[src/rtl/fetch_ctrl.sv]
// Instruction-fetch sequencer: issues req/ack reads at the PC, captures the
// returned word for decode, and drives PC advance/redirect controls.
module fetch_ctrl #(
  parameter int ADDR_W = 32,
  parameter int DATA_W = 32
) (
  input  logic              clk,
  input  logic              reset,
  input  logic [ADDR_W-1:0] pc,
  output logic              pc_ld,
  output logic              pc_inc,
  output logic [ADDR_W-1:0] pc_new,
  output logic              imem_req,
  output logic [ADDR_W-1:0] imem_addr,
  input  logic              imem_ack,
  input  logic [DATA_W-1:0] imem_rdata,
  input  logic              br_take,
  input  logic [ADDR_W-1:0] br_target,
  input  logic              stall,
  output logic [DATA_W-1:0] ir,
  output logic [ADDR_W-1:0] ir_pc,
  output logic              ir_valid,
  input  logic              ir_ready,
  output logic              addr_err
);

  typedef enum logic [2:0] {IDLE, REQ, VALID, DRAIN, ERR} state_t;

  state_t state, state_nx;
  logic   start_req, cap_ir, clr_valid, set_err, clr_err;
  logic   misalign;

  assign misalign = |pc[1:0];
  // Request is a pure function of state, so async reset drops it at once.
  assign imem_req = (state == REQ) || (state == DRAIN);

  always_comb begin
    state_nx  = state;
    start_req = 1'b0;
    cap_ir    = 1'b0;
    clr_valid = 1'b0;
    set_err   = 1'b0;
    clr_err   = 1'b0;
    pc_ld     = 1'b0;
    pc_inc    = 1'b0;
    pc_new    = '0;
    if (!reset) begin
      if (br_take) begin
        pc_ld     = 1'b1;
        pc_new    = br_target;
        clr_valid = 1'b1;
        if (state == REQ || state == DRAIN) begin
          // An outstanding read must complete before a new one can start.
          state_nx = imem_ack ? IDLE : DRAIN;
        end else begin
          state_nx = IDLE;
          clr_err  = 1'b1;
        end
      end else begin
        case (state)
          IDLE: if (!stall) begin
            if (misalign) begin
              state_nx = ERR;
              set_err  = 1'b1;
            end else begin
              state_nx  = REQ;
              start_req = 1'b1;
            end
          end
          REQ: if (imem_ack) begin
            cap_ir   = 1'b1;
            pc_ld    = 1'b1;
            pc_inc   = 1'b1;
            state_nx = VALID;
          end
          VALID: if (ir_ready) begin
            clr_valid = 1'b1;
            if (stall) begin
              state_nx = IDLE;
            end else if (misalign) begin
              state_nx = ERR;
              set_err  = 1'b1;
            end else begin
              state_nx  = REQ;
              start_req = 1'b1;
            end
          end
          DRAIN: if (imem_ack) state_nx = IDLE;
          ERR:   state_nx = ERR;
          default: state_nx = IDLE;
        endcase
      end
    end
  end

  always_ff @(posedge clk or posedge reset) begin
    if (reset) begin
      state     <= IDLE;
      imem_addr <= '0;
      ir        <= '0;
      ir_pc     <= '0;
      ir_valid  <= 1'b0;
      addr_err  <= 1'b0;
    end else begin
      state <= state_nx;
      if (start_req) imem_addr <= pc;
      if (cap_ir) begin
        ir       <= imem_rdata;
        ir_pc    <= imem_addr;
        ir_valid <= 1'b1;
      end else if (clr_valid) begin
        ir_valid <= 1'b0;
      end
      if (set_err)      addr_err <= 1'b1;
      else if (clr_err) addr_err <= 1'b0;
    end
  end

endmodule

[config.mk]
export PLATFORM = sky130hd
export DESIGN_NAME = fetch_ctrl
export DESIGN_NICKNAME = d
export VERILOG_FILES = /design/src/rtl/fetch_ctrl.sv
export SDC_FILE = /design/constraint.sdc
export NUM_CORES = 1
export LEC_CHECK = 0
export ABC_AREA = 1
export BUFFER_PORTS_ARGS = -buffer_cell sky130_fd_sc_hd__buf_2
export CORE_UTILIZATION = 48
export DETAILED_ROUTE_END_ITERATION = 16
export GPL_TIMING_DRIVEN = 0
export PLACE_DENSITY = 0.95
export SYNTH_ARGS = -nofsm -noshare
export SYNTH_HDL_FRONTEND = slang
export SYNTH_SLANG_ARGS = --single-unit
[constraint.sdc]
create_clock -name clk -period 7 [get_ports clk]
set_input_delay 1.05 -clock clk [delete_from_list [all_inputs] [get_ports clk]]
set_output_delay 1.05 -clock clk [all_outputs]
set_load 0.02 [all_outputs]
==> flow_summary.ini <==
[run_status]
outcome = complete, no violations

[run]
drv_cap = 0

[synthesis]
yosys.area.top_type = dfrtp_1
yosysTopAreaCellShare_pct = 57.9
synth_edf_count = 0
ys_seq_elements = 101
async_flop_share_pct = 100
yosysMostFrequentCell = nand2_1
syn_area_sq_mm = 0.00437
netlist_top_cells_count = 299 x nand2_1, 101 x dfrtp_1, 41 x nor2_1, 40 x nand3_1, 10 x buf_2
synth.area.top_cells = dfrtp_1 58%, nand2_1 26%, nand3_1 4.6%
ys.flop_type = dfrtp_1
postSynthAreaPerCell_sq_um = 8.09
yosysUniqueCellTypes = 21
syn-num-nets = 642
synth_seq_area_share_pct = 57.9
syn_inst = 540
synth_warnings = 0

[worst_setup_path]
path_common_cell = nand2_1
worstPathArrival_ns = 2.48
startpoint_type = primary input
end_kind = output pin
crit_fanout = 60
crit_path_max_incr_delay_ns = 0.43
crit_type = in2out
cpMaxStageDelayCell = inv_4
crit_chain = buf_4 -> inv_4 -> buf_16 -> nand2_1 -> nand2_1 -> buf_2
r2r_slack_ns = 5.29
required_ns = 5.95

[placed_design]
numPortBuffers = 233
dpl.hpwl_mm = 9.25
gp_congestion = 0.860
dp.cells = 882

[clock_network]
cts_setup_buffers = 0
cts_inserted_buffers = 9
ctsHoldBuffers = 0
cts.sinks = 101
cts_resized = 0
root_buffer = clkbuf_8
cts_tree = done
cts_buffer_depth = 2
clk_latency_ns = 0.36
htree_levels = 3
clkTransAtPathRegs_ns = 0.09

[floorplanning]
core_area_sq_mm = 0.00876
dieArea_sq_mm = 0.00949
die_y_um = 97.4
io_pins = 235
fp-row-count = 34
die_w_um = 97.4
initial_core_util_pct = 49.8

[timing]
worstMarginPinSlew_ns = 0.585
finalHoldViolations = 0
relSlewSlack_pct = 61.0
finalCritPeriodShare_pct = 50.5
setup_violations = 0
max_freq_ghz = 0.283
fin_skew_ns = 0.0108
rsz0062_at_grt = no
slew_violations = 0
setup_tns_ns = 0
fin_crit_ns = 3.53

[route]
wl_mm = 12.0
drt_iter0_markers = 174
vias_per_cell = 4.86
drc_errors = 0
firstDrtPassIters = 4
post_drt_wl_per_cell_um = 13.4
drtAntennaViolNets = 0
vias = 4366

[power_and_ir_drop]
swShare_pct = 41.0
internal-power_mw = 1.17
p_sw_uw = 813
ir_worst_vdd_uv = 180
p_per_area_mw_per_mm2 = 336
clkPwrFrac_pct = 18.6
pwr-share-comb_pct = 36.5
p_leak_nw = 3.77
seq_power_share_pct = 44.8

[layout]
instances_no_fill = 898
antenna_cells = 0
fillCellCount = 729
final_nets = 887
area_delta_synth_final_pct = 35.1
drive_gt1_share_pct = 36.1

[grt]
antenna_found_initial = 0
grt_usage_pct = 26.1
grt_pass1_vias = 4037
grt_overflow_total = 0
grt_pass1_wl_mm = 19.6
grt_max_degree = 61

[min_path]
hp-class = reg2reg
-- metal layers --
metal | global-route usage [%] | up-vias | part of all wire, %
met5 | 0 | - | 0
met1 | 32.0 | 1985 | 40
met3 | 6.69 | 26 | 7.3
met4 | 9.16 | 0 | 2.4
li1 | - | 2146 | -
met2 | 44.8 | 209 | 51
-- through the flow --
step / hold WS, ns / instance area (sq um) / setup slack (ns) / utilization [%] / power [mW]
2_1_floorplan: 0.574 / 4370 / 2.90 / - / 1.33
3_3_place_gp: 0.457 / 5670 / 2.19 / 64.7 / 1.60
3_5_place_dp: 0.460 / 5700 / 3.38 / 65.0 / 1.63
4_1_cts: 0.484 / 5900 / 3.38 / 67.3 / 2.00
5_1_grt: 0.502 / 5900 / 3.25 / 67.3 / 2.10
6_report: 0.481 / 5900 / 3.47 / 67.3 / 1.98
-- cell usage in the layout (no fill, tap or decap), drive strengths merged --
| cell type | n |
|---|---|
| clkbuf | 19 |
| nor3 | 1 |
| nand4 | 2 |
| o21ai | 6 |
| dfrtp | 101 |
| nand2 | 300 |
| a21oi | 1 |
| inv | 18 |
| buf | 256 |
| nor2 | 42 |
| nand3 | 41 |
| clkinv | 2 |
| nand3b | 1 |
-- worst max-delay path: cells and delay by family --
kind          cells  cell delay [ns]
buf+inv           4             1.09
simple gates      2             0.34
-- final timing paths --
check,from,end,cells after the start
max in group asynchronous,reset,imem_addr[0]$_DFFE_PP0P_,3
min in group asynchronous,reset,imem_addr[9]$_DFFE_PP0P_,2
hold reg to reg,ir_pc[23]$_DFFE_PP0P_,ir_pc[23]$_DFFE_PP0P_,2
hold / removal,ir_pc[23]$_DFFE_PP0P_,ir_pc[23]$_DFFE_PP0P_,2
setup reg to reg,state[0]$_DFFE_PP0P_,imem_addr[15]$_DFFE_PP0P_,7
setup / recovery,reset,pc_ld,6
-- final cells by class --
cell class / count / area [sq um] / area share [%]
Buffer: 30 / 200 / 3.39
Inverter: 15 / 58.8 / 0.997
Sequential cell: 101 / 2530 / 42.8
Multi-Input combinational cell: 394 / 1580 / 26.9
Clock inverter: 5 / 48.8 / 0.827
Timing Repair Buffer: 234 / 1190 / 20.2
Tap cell: 108 / 135 / 2.29
Clock buffer: 11 / 151 / 2.57
-- state kept, by name, indices dropped and copies added, names as in the netlist --
name / count
imem_addr: 32
ir: 32
ir_pc: 32
state: 3
addr_err: 1
ir_valid: 1
-- kinds of logic after synthesis --
| logic type | share of synthesized area (%) |
|---|---|
| and+or+nand+nor | 35.4 |
| DFF | 57.9 |
| buffers and inverters | 5.87 |
| AOI/OAI and AO/OA | 0.888 |
-- power by group through the flow --
stage | Clock (mW) | Combinational [mW] | Sequential [mW]
6_report | 0.369 | 0.724 | 0.889
5_1_grt | 0.402 | 0.792 | 0.911
4_1_cts | 0.378 | 0.731 | 0.888
3_5_place_dp | 0 | 0.731 | 0.896
3_3_place_gp | 0 | 0.708 | 0.888
2_1_floorplan | 0 | 0.216 | 1.11
Power figures use the tool's default switching activity.
